**config.mk**
```make
export PLATFORM = sky130hd
export DESIGN_NAME = sram_mem_controller
export DESIGN_NICKNAME = d
export VERILOG_FILES = /design/src/rtl/sram_mem_controller.sv
export SDC_FILE = /design/constraint.sdc
export NUM_CORES = 1
export LEC_CHECK = 0
export CAP_MARGIN = 20
export CORE_UTILIZATION = 40
export CTS_CLUSTER_SIZE = 28
export DETAILED_ROUTE_END_ITERATION = 7
export GPL_ROUTABILITY_DRIVEN = 0
export PLACE_DENSITY = 0.84
export SYNTH_ARGS = -nofsm -noshare
export SYNTH_HDL_FRONTEND = slang
export SYNTH_SLANG_ARGS = --single-unit
export TNS_END_PERCENT = 5
```
**constraint.sdc**
```tcl
create_clock -name clk -period 4.82 [get_ports clk]
set_input_delay 0.964 -clock clk [delete_from_list [all_inputs] [get_ports clk]]
set_output_delay 0.964 -clock clk [all_outputs]
set_load 0.01 [all_outputs]
```
**src/rtl/sram_mem_controller.sv**
```systemverilog
// Sequences 32-bit MEM-stage load/store requests onto a 16-bit asynchronous
// SRAM as two half-word accesses (low half first, then high half), holding
// the pipeline frozen through ready=0 while a transaction is in flight.
module sram_mem_controller #(
    parameter logic [31:0] BASE_ADDR   = 32'd1024, // byte address of SRAM word 0
    parameter int          SRAM_AW     = 18,       // half-word address width
    parameter int          WAIT_CYCLES = 2         // cycles per half-word access, >= 2
) (
    input  logic               clk,
    input  logic               rst,
    input  logic               wr_en,
    input  logic               rd_en,
    input  logic [31:0]        address,
    input  logic [31:0]        write_data,
    output logic [31:0]        read_data,
    output logic               ready,
    output logic [SRAM_AW-1:0] sram_addr,
    input  logic [15:0]        sram_dq_in,
    output logic [15:0]        sram_dq_out,
    output logic               sram_dq_oe,
    output logic               sram_ce_n,
    output logic               sram_oe_n,
    output logic               sram_we_n
);

    typedef enum logic [1:0] {
        IDLE,
        LOW,
        HIGH,
        DONE
    } state_t;

    localparam int            CW       = (WAIT_CYCLES > 2) ? $clog2(WAIT_CYCLES) : 1;
    localparam logic [CW-1:0] CNT_LAST = CW'(WAIT_CYCLES - 1);

    state_t               state;
    state_t               state_nxt;
    logic [CW-1:0]        cnt;
    logic                 op_wr;     // latched operation: 1 = store
    logic [15:0]          data_hi;   // latched upper half of the store data
    logic [15:0]          low_half;  // low half of a load, captured at end of LOW
    logic                 req;
    logic                 last;
    logic [SRAM_AW-2:0]   word_idx;

    assign req  = rd_en | wr_en;
    assign last = (cnt == CNT_LAST);

    // Word index of the incoming request; out-of-range addresses wrap.
    assign word_idx = (SRAM_AW-1)'((address - BASE_ADDR) >> 2);

    // State register and per-half wait counter.
    always_ff @(posedge clk or negedge rst) begin
        if (!rst) begin
            state <= IDLE;
            cnt   <= '0;
        end else begin
            // NOTE: sequential state uses non-blocking assignments so every
            // register samples pre-edge values regardless of statement order.
            state <= state_nxt;
            if ((state == LOW) || (state == HIGH)) begin
                cnt <= last ? '0 : cnt + 1'b1;
            end else begin
                cnt <= '0;
            end
        end
    end

    // Next-state: accept in IDLE, two timed halves, one DONE cycle.
    always_comb begin
        state_nxt = state;
        case (state)
            IDLE:    if (req)  state_nxt = LOW;
            LOW:     if (last) state_nxt = HIGH;
            HIGH:    if (last) state_nxt = DONE;
            DONE:    state_nxt = IDLE;
            default: state_nxt = IDLE;
        endcase
    end

    // Strobes and ready, decoded from state, counter and latched operation.
    always_comb begin
        // NOTE: every output gets a default before the case so no path
        // leaves it unassigned, which would otherwise infer a latch.
        ready      = 1'b0;
        sram_ce_n  = 1'b1;
        sram_oe_n  = 1'b1;
        sram_we_n  = 1'b1;
        sram_dq_oe = 1'b0;
        case (state)
            IDLE: ready = !req;
            LOW, HIGH: begin
                sram_ce_n = 1'b0;
                if (op_wr) begin
                    sram_dq_oe = 1'b1;
                    // WE rises on the final cycle so address/data straddle it.
                    sram_we_n  = last;
                end else begin
                    sram_oe_n  = 1'b0;
                end
            end
            DONE:    ready = 1'b1;
            default: ready = 1'b0;
        endcase
    end

    // Request latching, SRAM address/data sequencing and load assembly.
    always_ff @(posedge clk or negedge rst) begin
        if (!rst) begin
            op_wr       <= 1'b0;
            data_hi     <= '0;
            low_half    <= '0;
            read_data   <= '0;
            sram_addr   <= '0;
            sram_dq_out <= '0;
        end else begin
            case (state)
                IDLE: begin
                    if (req) begin
                        op_wr     <= wr_en;
                        data_hi   <= write_data[31:16];
                        sram_addr <= {word_idx, 1'b0};
                        if (wr_en) begin
                            sram_dq_out <= write_data[15:0];
                        end
                    end
                end
                LOW: begin
                    if (last) begin
                        sram_addr[0] <= 1'b1;
                        if (op_wr) begin
                            sram_dq_out <= data_hi;
                        end else begin
                            low_half <= sram_dq_in;
                        end
                    end
                end
                HIGH: begin
                    if (last && !op_wr) begin
                        read_data <= {sram_dq_in, low_half};
                    end
                end
                default: ;
            endcase
        end
    end

endmodule

```
==> insert_results.sql, run 1 <==
INSERT INTO impl_metrics (metric_group, metric, value, unit) VALUES
('status', 'run_status', 'completed', ''),
('pwr', 'clock_power_share', '12.8', '%'),
('floorplanning', 'initial_utilization', '41.2', '%'),
('routing', 'route.detailed.drc', '0', ''),
('floorplanning', 'floorplan.rows', '37', ''),
('synthesis', 'ys_types', '30', ''),
('synthesis', 'synthesis.nets', '429', ''),
('routing', 'post_drt_via_cell_ratio', '4.83', ''),
('routing', 'routed_wl', '9450', 'um'),
('placed_design', 'numPortBuffers', '139', ''),
('global_routing', 'vias_in_the_first_global_route', '3203', ''),
('pwr', 'internal_pwr_total', '2.56', 'mW'),
('clock_network', 'post_cts_resized', '0', ''),
('synthesis', 'seq_area_frac_synth', '60.2', '%'),
('finish', 'multi_input_area', '1600', 'um2'),
('finish', 'drive_gt1_share', '21.5', '%'),
('timing', 'timing.final.crit_period', '3490', 'ps'),
('finish', 'seq_area', '2550', 'um2'),
('critical_path', 'critical_path_peak_fanout', '5', ''),
('synthesis', 'post_synth_instance_area', '4240', 'um2'),
('synthesis', 'dominantRegCellSynth', 'sky130_fd_sc_hd__dfrtp_1', ''),
('finish', 'final_cell_mix', 'sky130_fd_sc_hd__clkdlybuf4s50_1, sky130_fd_sc_hd__dfrtp_1, sky130_fd_sc_hd__nand2_1', ''),
('pwr', 'peakVddDrop', '0.000271', 'V'),
('timing', 'final_min_period_over_clock_period', '72.5', '%'),
('clock_network', 'clk_transition_reported_paths', '100', 'ps'),
('routing', 'firstDrtPassIters', '4', ''),
('timing', 'timing_worst_slew_pin_value', '1110', 'ps'),
('hold_path', 'timing.hold.worst_path_depth', '2', ''),
('hold_path', 'hold_path_class', 'flip-flop to flip-flop', ''),
('clock_network', 'tritoncts_buffer_count', '9', ''),
('global_routing', 'grt.overflow.total', '0', ''),
('clock_network', 'h-tree-depth', '3', ''),
('finish', 'antenna_cells', '0', ''),
('timing', 'worst_skew', '9.65', 'ps'),
('critical_path', 'timing.critical_path.required', '3860', 'ps'),
('global_routing', 'grt_start_max_net_pins', '70', ''),
('critical_path', 'source_of_the_critical_timing_path', 'wr_en', ''),
('synthesis', 'avgSynthCellArea', '12.5', 'um2'),
('critical_path', 'worst-endpoint-arrival', '2530', 'ps'),
('critical_path', 'worstRegToRegCells', '5', ''),
('synthesis', 'synthesis.yosys.warnings', '0', ''),
('finish', 'mostFrequentLayoutCell', 'sky130_fd_sc_hd__clkdlybuf4s50_1', ''),
('critical_path', 'worstSetupStartpointType', 'input port', ''),
('critical_path', 'worstReg2RegStart', 'state[1]$_DFFE_PN0P_', ''),
('clock_network', 'cts_tree', 'yes', ''),
('floorplanning', 'floorplan.die_area', '11000', 'um2'),
('critical_path', 'setup_crit_path_kind', 'input port to output pin', ''),
('global_routing', 'global_route_wire_length_before_repair', '15500', 'um'),
('pwr', 'power.switching_fraction', '33.8', '%'),
('global_routing', 'globalRouteTotalUtil', '18.0', '%'),
('synthesis', 'synth.ff_latch_count', '102', ''),
('placed_design', 'hpwlAfterDp', '6890', 'um'),
('pwr', 'total_leakage_power', '2.58', 'nW'),
('synthesis', 'asyncSetResetFlopFracSynth', '100', '%'),
('finish', 'fin_nets', '568', ''),
('clock_network', 'clk_path_buf_depth', '2', ''),
('clock_network', 'cts.sinks', '102', ''),
('clock_network', 'ctsHoldBuffers', '0', ''),
('clock_network', 'cts.repair_timing.setup_buffer_count', '0', ''),
('pwr', 'cellPowerDensity', '648', 'nW/um2'),
('synthesis', 'number_of_enable_flip_flop_cells_after_synthesis', '0', ''),
('routing', 'wl_per_cell', '15.3', 'um'),
('synthesis', 'syn-instance-count', '339', ''),
('timing', 'rsz0062_at_grt', 'no', ''),
('pwr', 'p_seq_share', '39.4', '%'),
('timing', 'achievable-frequency', '0.286', 'GHz'),
('hold_path', 'worst_hold_startpoint', 'data_hi[2]$_DFFE_PN0P_', ''),
('hold_path', 'min_to', 'data_hi[2]$_DFFE_PN0P_', ''),
('timing', 'timing.final.hold_violations', '0', ''),
('timing', 'timing.setup.tns', '0', 'ps'),
('finish', 'filler_cell_count', '880', '');
synth_stat cells (3+ instances only):
| master | count | share of area (%) |
|---|---|---|
| sky130_fd_sc_hd__a31oi_1 | 5 | 0.74 |
| sky130_fd_sc_hd__o31ai_1 | 3 | 0.53 |
| sky130_fd_sc_hd__mux2_2 | 79 | 21 |
| sky130_fd_sc_hd__a21oi_1 | 3 | 0.35 |
| sky130_fd_sc_hd__ha_1 | 6 | 1.8 |
| sky130_fd_sc_hd__clkbuf_1 | 7 | 0.62 |
| sky130_fd_sc_hd__buf_2 | 6 | 0.71 |
| sky130_fd_sc_hd__o21ai_0 | 6 | 0.71 |
| sky130_fd_sc_hd__dfrtp_1 | 102 | 60 |
| sky130_fd_sc_hd__nand2_1 | 82 | 7.3 |
| sky130_fd_sc_hd__nor2_1 | 10 | 0.89 |
| sky130_fd_sc_hd__inv_1 | 5 | 0.44 |
| sky130_fd_sc_hd__mux2i_1 | 4 | 0.94 |
per-stage QoR:
stage | instance area (um2) | utilization, % | setup WS [ps] | std cells | hold slack [ps]
final | 5960 | 58.0 | 1330 | 619 | 488
after global routing | 5960 | 58.0 | 1190 | 619 | 516
after CTS | 5960 | 58.0 | 1330 | 619 | 482
after detailed placement | 5780 | 56.3 | 1340 | 603 | 457
after global placement | 5760 | 56.0 | 1380 | 602 | 453
after floorplan | 4240 | - | 2460 | 339 | 440
flip-flops by register name (all words and copies together) (netlist names):
name	flops
cnt	1
op_wr	1
sram_dq_out	16
read_data	32
data_hi	16
low_half	16
state	2
sram_addr	18
how the worst max path moves through the flow:
stage | cells past startpoint | slack, ps | endpoint
after floorplan | 3 | 2460 | ready
after global placement | 5 | 1380 | ready
after detailed placement | 5 | 1340 | ready
after CTS | 5 | 1330 | ready
after global routing | 5 | 1190 | ready
final | 5 | 1330 | ready
worst max-delay path, stage by stage:
cell and delay (ps):
sky130_fd_sc_hd__clkdlybuf4s50_1 490, sky130_fd_sc_hd__nor2_1 280, sky130_fd_sc_hd__a21oi_1 120, sky130_fd_sc_hd__nor2_1 100
sky130_fd_sc_hd__clkdlybuf4s50_1 580
power by group through the flow:
stage | sequential (mW) | clock, mW | combinational, mW
floorplan | 1.63 | 0 | 0.833
global placement | 1.51 | 0 | 1.78
detailed placement | 1.54 | 0 | 1.87
CTS | 1.53 | 0.517 | 1.87
global route | 1.58 | 0.552 | 2.00
finish | 1.52 | 0.497 | 1.85
layer usage:
metal | GRT usage, % | routed length, um
met3 | 5.49 | 610
met5 | 0 | 0
met4 | 4.53 | 56
met2 | 31.1 | 4720
met1 | 21.8 | 4060
area by class of cell:
class | instances | area share, %
Clock buffer | 9 | 2.08
Clock inverter | 7 | 0.965
Inverter | 5 | 0.315
Multi-Input combinational cell | 217 | 26.9
Sequential cell | 102 | 42.8
Tap cell | 136 | 2.85
Timing Repair Buffer | 143 | 24.1
logic make-up (layout without fill, tap and decap cells):
| family | count (synthesis) | in the layout | share of synthesized area (%) |
|---|---|---|---|
| mux | 84 | 84 | 22.2 |
| fa+ha+maj | 6 | 6 | 1.77 |
| simple gates | 104 | 104 | 10.3 |
| compound gates | 21 | 21 | 3.04 |
| xor+xnor | 2 | 2 | 0.413 |
| flops | 102 | 102 | 60.2 |
| buf+inv | 20 | 164 | 2.04 |
(Power assumes the default switching activity.)
==> inputs of run 2 (changes only) <==
==> constraint.sdc (replaced) <==
create_clock -name clk -period 3.5 [get_ports clk]
set_input_delay 0.7 -clock clk [delete_from_list [all_inputs] [get_ports clk]]
set_output_delay 0.7 -clock clk [all_outputs]
set_load 0.01 [all_outputs]
==> run 2 against run 1 <==
  * Sequential power is 38% higher
  * Sequential share of layout area is 0.090 points lower
  * Final area is 0.21% higher
  * Total power is 38% higher
  * Final cell count is 0.48% higher
  * Critical endpoint unchanged
  * Highest routed layer unchanged
==> insert_results.sql, run 2 (synthesized netlist as in run 1, its figures left out) <==
INSERT INTO impl_metrics (metric_group, metric, value, unit) VALUES
('critical_path', 'worstSetupStartpointType', 'input port', ''),
('pwr', 'peakVddDrop', '0.000410', 'V'),
('clock_network', 'cts.sinks', '102', ''),
('routing', 'drtAntennaViolNets', '0', ''),
('floorplanning', 'die_width', '105', 'um'),
('clock_network', 'clk-insertion-delay-late', '360', 'ps'),
('finish', 'largest_reg_flops', '32', ''),
('finish', 'biggestRegsByFlops', 'read_data x32, sram_addr x18', ''),
('critical_path', 'critical_path_peak_fanout', '5', ''),
('timing', 'final_max_slew_viol_count', '0', ''),
('clock_network', 'cts.repair_timing.setup_buffer_count', '0', ''),
('pwr', 'cellPowerDensity', '891', 'nW/um2'),
('critical_path', 'setup_crit_path_kind', 'input port to output pin', ''),
('job', 'max_cap_viol_count', '0', ''),
('finish', 'filler_cell_count', '871', ''),
('pwr', 'total_leakage_power', '2.60', 'nW'),
('clock_network', 'h-tree-depth', '3', ''),
('placed_design', 'placed_cells', '606', ''),
('placed_design', 'hpwlAfterDp', '7070', 'um'),
('routing', 'dr.first_iter.drc_count', '87', ''),
('finish', 'max_flop_register', 'read_data', ''),
('critical_path', 'ff2ff_setup_slack', '1030', 'ps'),
('placed_design', 'numPortBuffers', '139', ''),
('timing', 'worst_skew', '9.55', 'ps'),
('timing', 'timing_worst_slew_pin_value', '791', 'ps'),
('timing', 'final_min_period_over_clock_period', '85.0', '%'),
('status', 'run_status', 'completed', ''),
('finish', 'fin_nets', '571', ''),
('timing', 'rsz0062_at_grt', 'no', ''),
('global_routing', 'global_route_wire_length_before_repair', '15700', 'um'),
('pwr', 'power.total', '5.33', 'mW'),
('timing', 'finalHoldWorstSlack', '392', 'ps'),
('finish', 'final_cell_mix', 'sky130_fd_sc_hd__clkdlybuf4s50_1, sky130_fd_sc_hd__dfrtp_1, sky130_fd_sc_hd__nand2_1', ''),
('finish', 'flow.area_growth_from_synthesis', '41.0', '%'),
('floorplanning', 'floorplan.rows', '37', ''),
('critical_path', 'critPathCaptureType', 'output pin', ''),
('global_routing', 'grt_start_max_net_pins', '58', ''),
('timing', 'slew_headroom', '47.3', '%'),
('floorplanning', 'core_region_area', '10300', 'um2'),
('clock_network', 'tritoncts_buffer_count', '9', ''),
('finish', 'stdcell_count', '622', ''),
('timing', 'achievable-frequency', '0.336', 'GHz'),
('floorplanning', 'floorplan.die_area', '11000', 'um2'),
('floorplanning', 'initial_utilization', '41.2', '%'),
('critical_path', 'timing.critical_path.required', '2800', 'ps'),
('global_routing', 'initial_antenna_violation_count', '0', ''),
('routing', 'routed-via-count', '3056', ''),
('routing', 'route.detailed.drc', '0', ''),
('clock_network', 'clk_transition_reported_paths', '100', 'ps'),
('timing', 'finalSetupViolCount', '0', ''),
('hold_path', 'hold_path_class', 'input port to async pin', ''),
('finish', 'antenna_cells', '0', ''),
('global_routing', 'grt.overflow.total', '0', ''),
('clock_network', 'clk_path_buf_depth', '2', ''),
('clock_network', 'post_cts_resized', '0', ''),
('critical_path', 'worstReg2RegStart', 'state[1]$_DFFE_PN0P_', ''),
('global_routing', 'globalRouteTotalUtil', '18.1', '%'),
('floorplanning', 'pin_count', '155', ''),
('clock_network', 'clock_tree.root_cell', 'sky130_fd_sc_hd__clkbuf_8', ''),
('routing', 'wl_per_cell', '15.2', 'um'),
('routing', 'routed_wl', '9430', 'um'),
('clock_network', 'ctsHoldBuffers', '0', ''),
('routing', 'firstDrtPassIters', '6', ''),
('critical_path', 'worstRegToRegCells', '6', ''),
('global_routing', 'vias_in_the_first_global_route', '3241', ''),
('finish', 'drive_gt1_share', '22.0', '%'),
('critical_path', 'worst-endpoint-arrival', '2280', 'ps'),
('timing', 'timing.final.hold_violations', '0', ''),
('timing', 'timing.final.crit_period', '2980', 'ps'),
('clock_network', 'cts_tree', 'yes', ''),
('critical_path', 'reg2reg_to', 'sram_dq_out[2]$_DFFE_PN0P_', ''),
('finish', 'post-route-util', '58.2', '%'),
('timing', 'timing.setup.tns', '0', 'ps'),
('routing', 'post_drt_via_cell_ratio', '4.91', ''),
('floorplanning', 'chipHeight', '105', 'um'),
('finish', 'mostFrequentLayoutCell', 'sky130_fd_sc_hd__clkdlybuf4s50_1', '');
==> run 2: critical path, stage by stage <==
cell and delay, ps:
sky130_fd_sc_hd__clkdlybuf4s50_1 480, sky130_fd_sc_hd__nor2_1 280, sky130_fd_sc_hd__a21oi_1 120, sky130_fd_sc_hd__nor2_1 120
sky130_fd_sc_hd__clkdlybuf4s50_1 580
==> run 2: worst max-delay path by stage <==
stage,from,endpoint,cells after the start
final,wr_en,ready,5
after global routing,wr_en,ready,5
after CTS,wr_en,ready,5
after detailed placement,wr_en,ready,5
after global placement,wr_en,ready,5
after floorplan,address[10],sram_addr[15]$_DFFE_PN0P_,5
==> run 2: final cells by class <==
type	instances	area, um2	share of cell area [%]
clock buffer	10	138	2.30
clock inverter	6	53.8	0.900
tap	136	170	2.85
multi-input combinational	217	1600	26.8
inverter	5	18.8	0.314
timing repair buffer	146	1440	24.1
sequential	102	2550	42.7
==> run 2: power by group <==
group / leakage [nW] / internal [mW] / switching [mW] / total [mW]
Sequential: 1.22 / 1.78 / 0.321 / 2.10
Clock: 0.0886 / 0.289 / 0.421 / 0.710
Combinational: 1.29 / 1.47 / 1.05 / 2.52
==> run 2: layer usage <==
layer | vias up | track usage (%) | share of wire, %
met4 | 0 | 7.24 | 1.8
met2 | 111 | 30.1 | 48
met1 | 1505 | 22.6 | 44
li1 | 1426 | - | -
met5 | - | 0 | 0
met3 | 14 | 4.74 | 6.2
==> run 2: stage by stage <==
| step | instance area, um2 | worst slack (ps) |
|---|---|---|
| after floorplan | 4240 | 1580 |
| after global placement | 5790 | 579 |
| after detailed placement | 5790 | 530 |
| after CTS | 5980 | 528 |
| after global routing | 5980 | 413 |
| final | 5980 | 524 |
